File: src/rtl/cpu_controller_mem_if.sv
// Decoder/datapath command bus for cpu_controller_mem, plus a state debug tap.
// Level-only bus: no valid/ready handshake; every field is a Moore output sampled by the datapath each clock.
interface cpu_controller_mem_if;
    logic [2:0]  opcode;
    logic [1:0]  ALU_op;
    logic        load_pc;
    logic        clear_pc;
    logic        load_ir;
    logic        load_addr;
    logic        sel_addr;
    logic        ram_w_en;
    logic [1:0]  reg_sel;
    logic [1:0]  wb_sel;
    logic        w_en;
    logic        en_A;
    logic        en_B;
    logic        en_C;
    logic        en_status;
    logic        sel_A;
    logic        sel_B;
    logic        halted;
    logic        illegal;
    logic [15:0] instr_count;
    logic [4:0]  state_dbg;

    modport master (
        input  opcode, ALU_op,
        output load_pc, clear_pc, load_ir, load_addr, sel_addr, ram_w_en,
        output reg_sel, wb_sel, w_en, en_A, en_B, en_C, en_status,
        output sel_A, sel_B, halted, illegal, instr_count, state_dbg
    );

    modport slave (
        output opcode, ALU_op,
        input  load_pc, clear_pc, load_ir, load_addr, sel_addr, ram_w_en,
        input  reg_sel, wb_sel, w_en, en_A, en_B, en_C, en_status,
        input  sel_A, sel_B, halted, illegal, instr_count, state_dbg
    );
endinterface

File: src/rtl/cpu_controller_mem.sv
// Multicycle CPU control FSM with memory-latency waits, LDR/STR sequencing, sticky HALT.
// Optional retired-instruction counter enabled by macro CPU_CTRL_INSTR_COUNT_EN.
module cpu_controller_mem #(
    parameter int MEM_LAT = 1,
    parameter int WR_LAT  = 1
) (
    input  logic                 clk,
    input  logic                 rst,
    cpu_controller_mem_if.master bus
);

    typedef enum logic [4:0] {
        S_RST, S_FETCH, S_PCINC, S_DECODE, S_MI, S_A, S_B, S_C, S_WB, S_S,
        S_CA, S_AD, S_MR, S_LW, S_BD, S_CD, S_MW, S_ILL, S_HALT
    } state_t;

    // Instruction class latched in DECODE; steers the shared A/B/C/AD steps.
    typedef enum logic [2:0] {K_ALU, K_MOV, K_CMP, K_LDR, K_STR} kind_t;

    localparam logic [3:0] MEM_LAST = 4'(MEM_LAT - 1);
    localparam logic [3:0] WR_LAST  = 4'(WR_LAT - 1);

    state_t     state_q, state_d;
    kind_t      kind_q, kind_d;
    logic [3:0] cnt_q, cnt_d;

    always_comb begin
        state_d = state_q;
        kind_d  = kind_q;
        cnt_d   = 4'd0;
        case (state_q)
            S_RST:    state_d = S_FETCH;
            S_FETCH: begin
                if (cnt_q == MEM_LAST) state_d = S_PCINC;
                else                   cnt_d   = cnt_q + 4'd1;
            end
            S_PCINC:  state_d = S_DECODE;
            S_DECODE: begin
                casez ({bus.opcode, bus.ALU_op})
                    5'b110_10: state_d = S_MI;
                    5'b110_00, 5'b101_11: begin state_d = S_B; kind_d = K_MOV; end
                    5'b101_00, 5'b101_10: begin state_d = S_A; kind_d = K_ALU; end
                    5'b101_01: begin state_d = S_A; kind_d = K_CMP; end
                    5'b011_00: begin state_d = S_A; kind_d = K_LDR; end
                    5'b100_00: begin state_d = S_A; kind_d = K_STR; end
                    5'b111_??: state_d = S_HALT;
                    default:   state_d = S_ILL;
                endcase
            end
            S_A:  state_d = (kind_q == K_LDR || kind_q == K_STR) ? S_CA : S_B;
            S_B:  state_d = (kind_q == K_CMP) ? S_S : S_C;
            S_C:  state_d = S_WB;
            S_CA: state_d = S_AD;
            S_AD: state_d = (kind_q == K_LDR) ? S_MR : S_BD;
            S_MR: begin
                if (cnt_q == MEM_LAST) state_d = S_LW;
                else                   cnt_d   = cnt_q + 4'd1;
            end
            S_BD: state_d = S_CD;
            S_CD: state_d = S_MW;
            S_MW: begin
                if (cnt_q == WR_LAST) state_d = S_FETCH;
                else                  cnt_d   = cnt_q + 4'd1;
            end
            S_MI, S_WB, S_S, S_LW, S_ILL: state_d = S_FETCH;
            S_HALT:   state_d = S_HALT;
            default:  state_d = S_RST;
        endcase
    end

    always_ff @(posedge clk) begin
        if (rst) begin
            state_q <= S_RST;
            kind_q  <= K_ALU;
            cnt_q   <= 4'd0;
        end else begin
            state_q <= state_d;
            kind_q  <= kind_d;
            cnt_q   <= cnt_d;
        end
    end

    always_comb begin
        bus.load_pc   = 1'b0;
        bus.clear_pc  = 1'b0;
        bus.load_ir   = 1'b0;
        bus.load_addr = 1'b0;
        bus.sel_addr  = 1'b0;
        bus.ram_w_en  = 1'b0;
        bus.reg_sel   = 2'b00;
        bus.wb_sel    = 2'b00;
        bus.w_en      = 1'b0;
        bus.en_A      = 1'b0;
        bus.en_B      = 1'b0;
        bus.en_C      = 1'b0;
        bus.en_status = 1'b0;
        bus.sel_A     = 1'b0;
        bus.sel_B     = 1'b0;
        bus.halted    = 1'b0;
        bus.illegal   = 1'b0;
        case (state_q)
            S_RST:   begin bus.clear_pc = 1'b1; bus.load_pc = 1'b1; end
            S_FETCH: begin
                bus.sel_addr = 1'b1;
                bus.load_ir  = (cnt_q == MEM_LAST);
            end
            S_PCINC: bus.load_pc = 1'b1;
            S_MI:    begin bus.reg_sel = 2'b10; bus.wb_sel = 2'b10; bus.w_en = 1'b1; end
            S_A:     begin bus.en_A = 1'b1; bus.reg_sel = 2'b10; end
            S_B:     bus.en_B = 1'b1;
            // MOV/MVN pass B through the ALU with A forced to zero.
            S_C:     begin bus.en_C = 1'b1; bus.sel_A = (kind_q == K_MOV); end
            S_WB:    begin bus.w_en = 1'b1; bus.reg_sel = 2'b01; end
            S_S:     bus.en_status = 1'b1;
            S_CA:    begin bus.en_C = 1'b1; bus.sel_B = 1'b1; end
            S_AD:    bus.load_addr = 1'b1;
            S_LW:    begin bus.w_en = 1'b1; bus.reg_sel = 2'b01; bus.wb_sel = 2'b11; end
            S_BD:    begin bus.en_B = 1'b1; bus.reg_sel = 2'b01; end
            S_CD:    begin bus.en_C = 1'b1; bus.sel_A = 1'b1; end
            S_MW:    bus.ram_w_en = 1'b1;
            S_ILL:   bus.illegal = 1'b1;
            S_HALT:  bus.halted = 1'b1;
            default: ;
        endcase
    end

    assign bus.state_dbg = state_q;

`ifdef CPU_CTRL_INSTR_COUNT_EN
    logic [15:0] count_q, count_d;
    logic        retire;

    // Only completed instructions count: ILL and RST also enter FETCH but are excluded.
    assign retire = (state_d == S_FETCH) &&
                    (state_q == S_MI || state_q == S_WB || state_q == S_S ||
                     state_q == S_LW || state_q == S_MW);

    always_comb begin
        count_d = count_q;
        if (retire) count_d = count_q + 16'd1;
    end

    always_ff @(posedge clk) begin
        if (rst) count_q <= 16'd0;
        else     count_q <= count_d;
    end

    assign bus.instr_count = count_q;
`else
    assign bus.instr_count = 16'd0;
`endif

endmodule

File: src/flat_wrapper.sv
// flat-port wrapper written by rule: the top's interface ports become plain ports
module cpu_controller_mem_flat 
#(
    parameter int MEM_LAT = 1,
    parameter int WR_LAT  = 1
)
  (clk, rst, bus_opcode, bus_ALU_op, bus_load_pc, bus_clear_pc, bus_load_ir, bus_load_addr, bus_sel_addr, bus_ram_w_en, bus_reg_sel, bus_wb_sel, bus_w_en, bus_en_A, bus_en_B, bus_en_C, bus_en_status, bus_sel_A, bus_sel_B, bus_halted, bus_illegal, bus_instr_count, bus_state_dbg);
  cpu_controller_mem_if bus_i ();
  input  logic clk;
  input  logic rst;
  input wire logic [$bits(bus_i.opcode)-1:0] bus_opcode;
  input wire logic [$bits(bus_i.ALU_op)-1:0] bus_ALU_op;
  output wire logic [$bits(bus_i.load_pc)-1:0] bus_load_pc;
  output wire logic [$bits(bus_i.clear_pc)-1:0] bus_clear_pc;
  output wire logic [$bits(bus_i.load_ir)-1:0] bus_load_ir;
  output wire logic [$bits(bus_i.load_addr)-1:0] bus_load_addr;
  output wire logic [$bits(bus_i.sel_addr)-1:0] bus_sel_addr;
  output wire logic [$bits(bus_i.ram_w_en)-1:0] bus_ram_w_en;
  output wire logic [$bits(bus_i.reg_sel)-1:0] bus_reg_sel;
  output wire logic [$bits(bus_i.wb_sel)-1:0] bus_wb_sel;
  output wire logic [$bits(bus_i.w_en)-1:0] bus_w_en;
  output wire logic [$bits(bus_i.en_A)-1:0] bus_en_A;
  output wire logic [$bits(bus_i.en_B)-1:0] bus_en_B;
  output wire logic [$bits(bus_i.en_C)-1:0] bus_en_C;
  output wire logic [$bits(bus_i.en_status)-1:0] bus_en_status;
  output wire logic [$bits(bus_i.sel_A)-1:0] bus_sel_A;
  output wire logic [$bits(bus_i.sel_B)-1:0] bus_sel_B;
  output wire logic [$bits(bus_i.halted)-1:0] bus_halted;
  output wire logic [$bits(bus_i.illegal)-1:0] bus_illegal;
  output wire logic [$bits(bus_i.instr_count)-1:0] bus_instr_count;
  output wire logic [$bits(bus_i.state_dbg)-1:0] bus_state_dbg;
  assign bus_i.opcode = bus_opcode;
  assign bus_i.ALU_op = bus_ALU_op;
  assign bus_load_pc = bus_i.load_pc;
  assign bus_clear_pc = bus_i.clear_pc;
  assign bus_load_ir = bus_i.load_ir;
  assign bus_load_addr = bus_i.load_addr;
  assign bus_sel_addr = bus_i.sel_addr;
  assign bus_ram_w_en = bus_i.ram_w_en;
  assign bus_reg_sel = bus_i.reg_sel;
  assign bus_wb_sel = bus_i.wb_sel;
  assign bus_w_en = bus_i.w_en;
  assign bus_en_A = bus_i.en_A;
  assign bus_en_B = bus_i.en_B;
  assign bus_en_C = bus_i.en_C;
  assign bus_en_status = bus_i.en_status;
  assign bus_sel_A = bus_i.sel_A;
  assign bus_sel_B = bus_i.sel_B;
  assign bus_halted = bus_i.halted;
  assign bus_illegal = bus_i.illegal;
  assign bus_instr_count = bus_i.instr_count;
  assign bus_state_dbg = bus_i.state_dbg;
  cpu_controller_mem #(.MEM_LAT(MEM_LAT), .WR_LAT(WR_LAT)) u_core (.clk(clk), .rst(rst), .bus(bus_i));
endmodule
File: config.mk
export PLATFORM = sky130hd
export DESIGN_NAME = cpu_controller_mem_flat
export DESIGN_NICKNAME = d
export VERILOG_FILES = /design/src/rtl/cpu_controller_mem_if.sv /design/src/rtl/cpu_controller_mem.sv /design/src/flat_wrapper.sv
export SDC_FILE = /design/constraint.sdc
export NUM_CORES = 1
export LEC_CHECK = 0
export CAP_MARGIN = 25
export CORE_ASPECT_RATIO = 2
export CORE_UTILIZATION = 45
export DETAILED_ROUTE_END_ITERATION = 7
export DONT_BUFFER_PORTS = 1
export PLACE_DENSITY_LB_ADDON = 0.1
export SYNTH_ARGS = -nofsm -noshare
export SYNTH_HDL_FRONTEND = slang
export SYNTH_SLANG_ARGS = --single-unit
File: constraint.sdc
create_clock -name clk -period 1.9 [get_ports clk]
set_input_delay 0.285 -clock clk [delete_from_list [all_inputs] [get_ports clk]]
set_output_delay 0.285 -clock clk [all_outputs]
set_load 0.02 [all_outputs]
* Word-level counts from Yosys, hierarchy flattened *
Cells that the tools add are included.

word-level totals
  bits in registers = 12
  bits of input ports = 7
  output and inout port bits = 40
  word-level logic and storage cells = 83

cells by class
  add/sub/neg operators = 1
  equal/unequal tests = 34
  muxes and demuxes = 26
  bitwise operators = 1
  reductions and logical operators = 18

operators by type and width
  operator                                                                  count
  5-bit one-hot mux with 14 select lines                                    1
  5-bit equality test (second input constant)                               10
  5-bit by 4-bit equality test with 1-bit output (second input constant)    9
  5-bit by 3-bit equality test with 1-bit output (second input constant)    4
  5-bit one-hot mux with 4 select lines                                     1
  5-bit two-way mux                                                         3
  3-bit one-hot mux with 5 select lines                                     1
  3-bit OR reduction                                                        5
  1-bit two-way mux                                                         14
  5-bit by 2-bit equality test with 1-bit output (second input constant)    2
  2-bit OR reduction                                                        5
  4-bit two-way mux                                                         2
  2-bit one-hot mux with 2 select lines                                     2
  3-bit by 2-bit equality test with 1-bit output (second input constant)    2
  3-bit equality test (second input constant)                               2
  2-bit by 1-bit inequality test with 1-bit output (second input constant)  3
  6-bit OR reduction                                                        1
  5-bit by 1-bit equality test with 1-bit output (second input constant)    1
  5-bit zero test                                                           1
  5-bit nonzero test                                                        1
  5-bit OR reduction                                                        1
  4-bit by 1-bit adder with 4-bit output (second input constant)            1
  4-bit zero test                                                           1
  3-bit by 1-bit equality test with 1-bit output (second input constant)    1
  6 further kinds                                                           6

* Logic depth before layout (Yosys ltp) *
Gate-level depths: netlist (run 1).

  depth in word-level cells = 4
  depth in mapped cells = 7
  depth with buffers taken out = 7

* Worst setup path after synthesis (run 1) *
OpenSTA, ideal clock, no wires.

  path kind = reg-to-output
  start = register u_core.state_q[0] (netlist: u_core.bus.state_dbg[0])
  end = output bus_load_ir
  arrival time = 1.537 ns
  data required time = 1.615 ns
  slack = 0.078 ns
  stages on the path, launching flop included = 4
  buffers on the path = 1
  cells stage by stage = dfxtp_1 > or3b_1 > buf_2 > nor3_1

on the way
  cells in the longest elaborated chain, start to end = 2

RTL lines
  item                                            RTL line                   source
  from (decl)                                     cpu_controller_mem.sv:23   state_t state_q, state_d;
  from (signal assigned)                          cpu_controller_mem.sv:77   state_q <= state_d;
  5-bit by 1-bit equality test with 1-bit output  cpu_controller_mem.sv:101  case (state_q)
  1-bit two-way mux                               cpu_controller_mem.sv:101
  to (decl)                                       flat_wrapper.sv:15         output wire logic [$bits(bus_i.load_ir)-1:0] bus_load_ir;

Every way passes these cells.

* Worst setup path after layout (run 1) *
  start = register u_core.state_q[2] (netlist: u_core.bus.state_dbg[2])
  end = output bus_halted

on the way
  cells in the longest elaborated chain, start to end = 2

RTL lines
  item                 RTL line                   source
  5-bit equality test  cpu_controller_mem.sv:101
  1-bit two-way mux    cpu_controller_mem.sv:101
  to (decl)            flat_wrapper.sv:28         output wire logic [$bits(bus_i.halted)-1:0] bus_halted;

Every way passes these cells.

==> results.cfg, run 1 <==
[run_status]
status = finished clean

[critical_path]
cp.arrival_ns = 1.57
worstPathMaxFanout = 10
cp_data_required_time_ns = 1.62
max_stage_delay_ns = 0.43
critPathSlowestCell = or3_1
critPathKind = flip-flop to output pin
path_cells = buf_4 > or3_1 > nor2_1
start_kind = flip-flop
r2r_setup_slack_ns = 0.20
crit_path_end_kind = output pin

[final_layout]
syn2layout_area_growth_pct = 12.0
drive_gt1_share_pct = 18.8
fin_nets = 201
register_area_um2 = 243
fillers = 269
final_util_pct = 53.8
diodes = 0
multi_input_area_um2 = 866

[die]
die_w_um = 39.0
floorplan.initialDensity_pct = 48.1
core_area_um2 = 2570
die_h_um = 76.1
num_rows = 26
dieArea_um2 = 2970
ios = 47

[global_routing]
grt_pass1_vias = 1127
antenna_found_initial = 0
grt_pass1_wl_mm = 4.75
grt_max_degree = 19
overflow = 0
gr-usage-all-layers_pct = 22.1

[placed_design]
portBuffers = 0
place_ws_ns = 0.123
hpwlAfterDp_mm = 2.53
place_congestion = 0.837

[clock_network]
numClockSinks = 12
worstSkewPairLatency_ns = 0.24
clockBufferDepth = 2
hold_buffers = 0
cts_setup_buffers = 0
htreeDepth = 1
cts_root_buffer = clkbuf_8
numCtsBuffers = 3
path_clk_slew_ns = 0.06
cts_tree = built

[synthesis]
synth-seq-area-share_pct = 19.5
syn_inst = 176
async_flop_share_pct = 0
synth-main-ff-cell = dfxtp_1
yosysTopAreaCellShare_pct = 19.5
ys.warnings.count = 0
synthTopCellsByArea = dfxtp_1 19%, buf_4 9.7%, nor2_1 8.8%, nor2b_1 5.1%, nand2b_1 4.6%
syn_avg_cell_area_um2 = 7.02
synth_top_cell_by_area = dfxtp_1
syn_area_um2 = 1230
synth-edff-count = 0
ys_seq_elements = 12
ys_types = 53

[sta]
skew_ns = 0.00180
finalCriticalPeriod_ns = 1.85
maxSlewViolCount = 0
finalCritPeriodShare_pct = 97.4
hold_viol_final = 0
setup_tns_ns = 0
max_freq_ghz = 0.540
setup_viol = 0
holdWs_ns = 0.106
postLayoutSetupSlackWorst_ns = 0.0486
rsz0062_at_grt = false

[detailed_routing]
drt-initial-drc-count = 40
drcViolationCount = 0
drt-pass1-iter-count = 4
post_drt_wl_per_cell_um = 14.0
vias = 1210
ant_nets = 0
via_per_inst = 5.53
drt_wl_total_mm = 3.07

[pwr]
cellLeakagePower_nw = 0.563
p_per_area_nw_per_um2 = 561
ir_drop_v = 0.000361

[run]
drv_cap = 0

[worst_hold_path]
hold_path.class = primary input to flip-flop
## report_power, final
part	switching (mW)	internal (mW)	leakage [nW]
combinational	0.149	0.0733	0.436
clock	0.101	0.183	0.0288
sequential	0.0102	0.259	0.0979
total	0.260	0.516	0.563
## cell usage in the layout (no fill, tap or decap), types with 3 or more instances in the layout
cell	n
clkbuf_8	4
nor2_1	29
nand2_1	10
buf_4	22
dfxtp_1	10
nor3_1	9
conb_1	16
o21ai_0	6
nand2b_1	9
nand3b_1	3
nor2b_1	10
inv_1	4
a21oi_1	9
## cells in the mapped netlist, drive strengths merged, types with 3 or more instances
cell type  count
dfxtp         12
buf           20
nand2         10
nor3           9
inv            5
nor2          30
o21ai          8
nand2b         9
a21oi          9
nor2b         10
or2            3
nand3b         3
clkbuf         6
## metal layers
metal / wire (um) / up-vias / track usage [%]
li1: - / 608 / -
met1: 1150 / 553 / 22.2
met2: 1620 / 37 / 36.8
met3: 133 / 12 / 3.79
met4: 165 / 0 / 16.2
met5: 0 / - / 0
## stage by stage
stage / cell area, um^2 / power, mW / std cells
after floorplan: 1290 / 0.472 / 191
after global placement: 1320 / 0.494 / 215
after detailed placement: 1320 / 0.494 / 215
after CTS: 1380 / 0.778 / 219
after global routing: 1380 / 0.813 / 219
final: 1380 / 0.776 / 219
## repair_timing
action                                  in CTS  in global routing
endpoints found under the setup margin       3                  4
pin swaps                                    0                  0
resized for setup                            1                  2
## worst paths after layout
check                                from                      end  cells after the start
setup / recovery  u_core.bus.state_dbg[2]               bus_halted                      3
hold / removal                        rst         u_core.kind_q[1]                      1
setup reg to reg  u_core.bus.state_dbg[3]  u_core.bus.state_dbg[1]                      5
hold reg to reg           u_core.cnt_q[0]          u_core.cnt_q[0]                      1
## registers in the layout (all words and copies together) (netlist names)
name,flops
u_core.bus.state_dbg,5
u_core.cnt_q,4
u_core.kind_q,3
## logic make-up (layout without fill, tap and decap cells)
kind of cell	Yosys count	count (layout)	share of synthesized area (%)
xor gates and xnor gates	2	2	1.42
and+or+nand+nor	91	91	40.6
buffers and inverters	31	31	15.2
muxes	1	1	0.811
DFF	12	12	19.5
AOI/OAI and AO/OA	36	36	20.2
other	1	16	0.304
adders and majority gates	2	2	2.03
## worst max-delay path: cells and delay by family (launching register included)
family,cells,cell delay [ns]
flops,1,0.36
buf+inv,1,0.18
simple gates,2,0.79
## cell type report
cell class	instances	area share, %
Multi-Input combinational cell	148	62.6
Sequential cell	12	17.6
Timing Repair Buffer	22	11.9
Clock buffer	4	3.98
Tap cell	28	2.53
Inverter	5	1.36
Power figures use the tool's default switching activity.
==> inputs of run 2 (changes only) <==
CAP_MARGIN = 20   (was 25)
CORE_ASPECT_RATIO = 1.5   (was 2)
==> results.cfg, run 2 (synthesis results as in run 1) <==
[run_status]
status = finished clean

[clock_network]
numCtsBuffers = 3
cts_setup_buffers = 0
hold_buffers = 0
clockBufferDepth = 2
worstSkewPairLatency_ns = 0.27
htreeDepth = 1
numClockSinks = 12
cts_tree = built
cts_root_buffer = clkbuf_4
path_clk_slew_ns = 0.08

[pwr]
total_power_uw = 692
p_per_area_nw_per_um2 = 505
cellLeakagePower_nw = 0.544
ir_drop_v = 0.000467

[final_layout]
fillers = 266
largest_reg_flops = 5
final_cell_area_um2 = 1370
final_cell_mix = 27 x nor2_1, 20 x buf_4, 16 x conb_1
syn2layout_area_growth_pct = 11.0
drive_gt1_share_pct = 19.6
final_common_cell = nor2_1
fin_nets = 199
diodes = 0

[detailed_routing]
drcViolationCount = 0
drt-initial-drc-count = 20
post_drt_wl_per_cell_um = 13.5
vias = 1188
drt-pass1-iter-count = 4
via_per_inst = 5.28
drt_wl_total_mm = 3.04
ant_nets = 0

[die]
die_h_um = 66.2
ios = 47
core_area_um2 = 2530
die_w_um = 44.8
floorplan.initialDensity_pct = 48.8
num_rows = 22
dieArea_um2 = 2960

[sta]
finalCriticalPeriod_ns = 1.89
hold_viol_final = 0
setup_viol = 0
rsz0062_at_grt = true
skew_ns = 0.00611
maxSlewViolCount = 0
setup_tns_ns = 0
max_freq_ghz = 0.530
postLayoutSetupSlackWorst_ns = 0.0140
finalCritPeriodShare_pct = 99.3
holdWs_ns = 0.0795

[placed_design]
post_dp_cell_area_um2 = 1320
portBuffers = 0
place_ws_ns = 0.145
hpwlAfterDp_mm = 2.37
place_congestion = 0.774

[critical_path]
worstPathMaxFanout = 12
cp_data_required_time_ns = 1.62
critPathKind = flip-flop to output pin
start_kind = flip-flop
cp.arrival_ns = 1.60
crit_path_end_kind = output pin

[global_routing]
overflow = 0
grt_pass1_wl_mm = 4.55
grt_max_degree = 13
gr-usage-all-layers_pct = 20.4
antenna_found_initial = 0
grt_pass1_vias = 1040

[run]
drv_cap = 0

[worst_hold_path]
hold_path.class = primary input to flip-flop
## run 2: cell count changes in the layout (fill, tap and decap cells not counted), moves of 2 or more
cell,before,now
nor2_1,29,27
clkbuf_4,0,3
clkbuf_8,4,1
nor2_2,0,2
buf_4,22,20
## run 2: final timing paths
check / startpoint / endpoint / slack (ns) / depth (start not counted)
worst max-delay path: u_core.bus.state_dbg[3] / bus_halted / 0.01 / 3
worst min-delay path: rst / u_core.bus.state_dbg[2] / 0.08 / 1
worst max register to register: u_core.bus.state_dbg[3] / u_core.bus.state_dbg[2] / 0.22 / 5
worst min register to register: u_core.cnt_q[0] / u_core.cnt_q[0] / 0.47 / 1
## run 2: where the power goes
group,switching (mW),internal (mW),total (mW)
clock network,0.0849,0.116,0.201
registers,0.0149,0.257,0.272
logic,0.145,0.0735,0.218
## run 2: layout make-up
cell class	count	area, um^2	share of cell area, %
Tap cell	36	45.0	3.28
Inverter	5	18.8	1.37
Multi-Input combinational cell	148	876	63.9
Sequential cell	12	245	17.9
Timing Repair Buffer	20	150	10.9
Clock buffer	4	36.3	2.65
## run 2: through the flow
step / util [%] / cells
2_1_floorplan: - / 191
3_3_place_gp: 52.0 / 221
3_5_place_dp: 52.0 / 221
4_1_cts: 53.8 / 225
5_1_grt: 54.2 / 225
6_report: 54.2 / 225
## run 2: worst max-delay path, cell delays in order (launching register included)
cell,delay [ns]
dfxtp_4,0.39
buf_4,0.18
or3_1,0.41
nor2_1,0.34
## run 2: timing repair
item / 4_1_cts / 5_1_grt
pin swaps: 0 / 0
resized for setup: 3 / 4
setup endpoints to repair: 9 / 10
## run 2: routing by layer
layer	GRT usage, %	wire length (um)
met5	0	0
met2	38.6	1660
met1	23.2	1220
met4	2.27	19
met3	4.37	145
==> inputs of run 3 (changes only) <==
CELL_PAD_IN_SITES_DETAIL_PLACEMENT = 0   (was unset)
CELL_PAD_IN_SITES_GLOBAL_PLACEMENT = 1   (was unset)
CORE_UTILIZATION = 43   (was 45)
==> results.cfg, run 3 (synthesis results as in run 1) <==
[critical_path]
cp_data_required_time_ns = 1.62
max_stage_delay_ns = 0.50
crit_path_end_kind = output pin
worstReg2RegEnd = u_core.bus.state_dbg[2]
path_cells = inv_1 > ha_1 > or3b_2 > nor3_2 > buf_4
cp.arrival_ns = 1.55
endpoint = bus_load_ir
worstRegToRegCells = 5
r2r_setup_slack_ns = 0.25
setup.worst_path.start = u_core.cnt_q[0]
r2r_start = u_core.bus.state_dbg[3]
critPathKind = flip-flop to output pin
critPathSlowestCell = or3b_2
start_kind = flip-flop
worstPathMaxFanout = 4

[final_layout]
drive_gt1_share_pct = 19.1
final_util_pct = 50.9
final_common_cell = nor2_1
fin_nets = 198
final_cell_mix = 29 x nor2_1, 19 x buf_4, 16 x conb_1
largest_reg_flops = 5
diodes = 0
syn2layout_area_growth_pct = 11.6
fillers = 294

[sta]
finalCritPeriodShare_pct = 96.6
finalCriticalPeriod_ns = 1.84
skew_ns = 0.00226
maxSlewViolCount = 0
hold_viol_final = 0
setup_viol = 0
setup_tns_ns = 0
max_freq_ghz = 0.545
rsz0062_at_grt = false

[die]
die_h_um = 67.6
dieArea_um2 = 3090
floorplan.initialDensity_pct = 45.7
num_rows = 23
core_area_um2 = 2710
ios = 47
die_w_um = 45.8

[detailed_routing]
vias = 1180
drcViolationCount = 0
ant_nets = 0
post_drt_wl_per_cell_um = 12.7
drt-pass1-iter-count = 4
drt_wl_total_mm = 2.86
via_per_inst = 5.24
drt-initial-drc-count = 35

[clock_network]
clockBufferDepth = 2
numCtsBuffers = 3
worstSkewPairLatency_ns = 0.24
htreeDepth = 1
cts_root_buffer = clkbuf_8
path_clk_slew_ns = 0.05
numClockSinks = 12
cts_tree = built

[global_routing]
antenna_found_initial = 0
gr-usage-all-layers_pct = 20.3
overflow = 0
grt_pass1_wl_mm = 4.69
grt_pass1_vias = 1088
grt_max_degree = 15

[run]
drv_cap = 0

[pwr]
p_per_area_nw_per_um2 = 557
cellLeakagePower_nw = 0.549
total_power_uw = 768
ir_drop_v = 0.000391

[placed_design]
hpwlAfterDp_mm = 2.27
portBuffers = 0
place_congestion = 0.801

[worst_hold_path]
hold_path.class = primary input to flip-flop

[run_status]
status = finished clean
==> run 3: cell types whose count changed in the layout (fill, tap and decap cells not counted), moves of 2 or more <==
cell | before | now
nor2_1 | 27 | 29
clkbuf_8 | 1 | 4
dfxtp_2 | 1 | 3
nor2_2 | 2 | 0
clkbuf_4 | 3 | 0
==> run 3: how the worst min path moves through the flow <==
stage | startpoint | endpoint | slack, ns | cells after the start
2_1_floorplan | rst | u_core.kind_q[1] | 0.36 | 1
3_3_place_gp | rst | u_core.kind_q[2] | 0.36 | 1
3_5_place_dp | rst | u_core.kind_q[2] | 0.36 | 1
4_1_cts | rst | u_core.kind_q[2] | 0.11 | 1
5_1_grt | rst | u_core.bus.state_dbg[2] | 0.10 | 1
6_report | rst | u_core.bus.state_dbg[2] | 0.11 | 1
==> run 3: cell type report <==
class                           count  area, um^2  area share (%)
Timing Repair Buffer               19         143            10.4
Multi-Input combinational cell    148         871            63.2
Tap cell                           37        46.3            3.36
Clock buffer                        4        55.1            4.00
Sequential cell                    12         244            17.7
Inverter                            5        18.8            1.36
==> run 3: where the power goes <==
part | internal (mW) | switching (mW)
clock | 0.183 | 0.0907
combinational | 0.0781 | 0.144
sequential | 0.260 | 0.0122
==> run 3: routing by layer <==
layer	vias up	wire length [um]	track usage, %
met4	0	41	10.3
li1	603	-	-
met5	-	0	0
met2	45	1440	36.4
met3	4	179	2.67
met1	528	1200	22.4
==> run 3: worst max-delay path, delay by kind of cell (launching register included) <==
kind                     cells  cell delay [ns]
buffers and inverters        2             0.22
AND/OR/NAND/NOR              2             0.63
flip-flops                   1             0.33
adder cells (fa/ha/maj)      1             0.14
==> run 3: through the flow <==
step / setup WS [ns] / area [um^2] / hold slack, ns / instances
after global routing: 0.0138 / 1380 / 0.103 / 225
final: 0.0647 / 1380 / 0.110 / 225
after detailed placement: 0.175 / 1310 / 0.361 / 221
after floorplan: 0.0779 / 1290 / 0.357 / 191
after CTS: 0.00753 / 1370 / 0.108 / 225
after global placement: 0.165 / 1310 / 0.359 / 221
==> run 3: repair_timing <==
item                       in CTS  in global routing
setup endpoints to repair       1                 10
resized for setup               1                  4
buffers inserted                0                  0
pin swaps                       0                  0
hold buffers                    0                  0
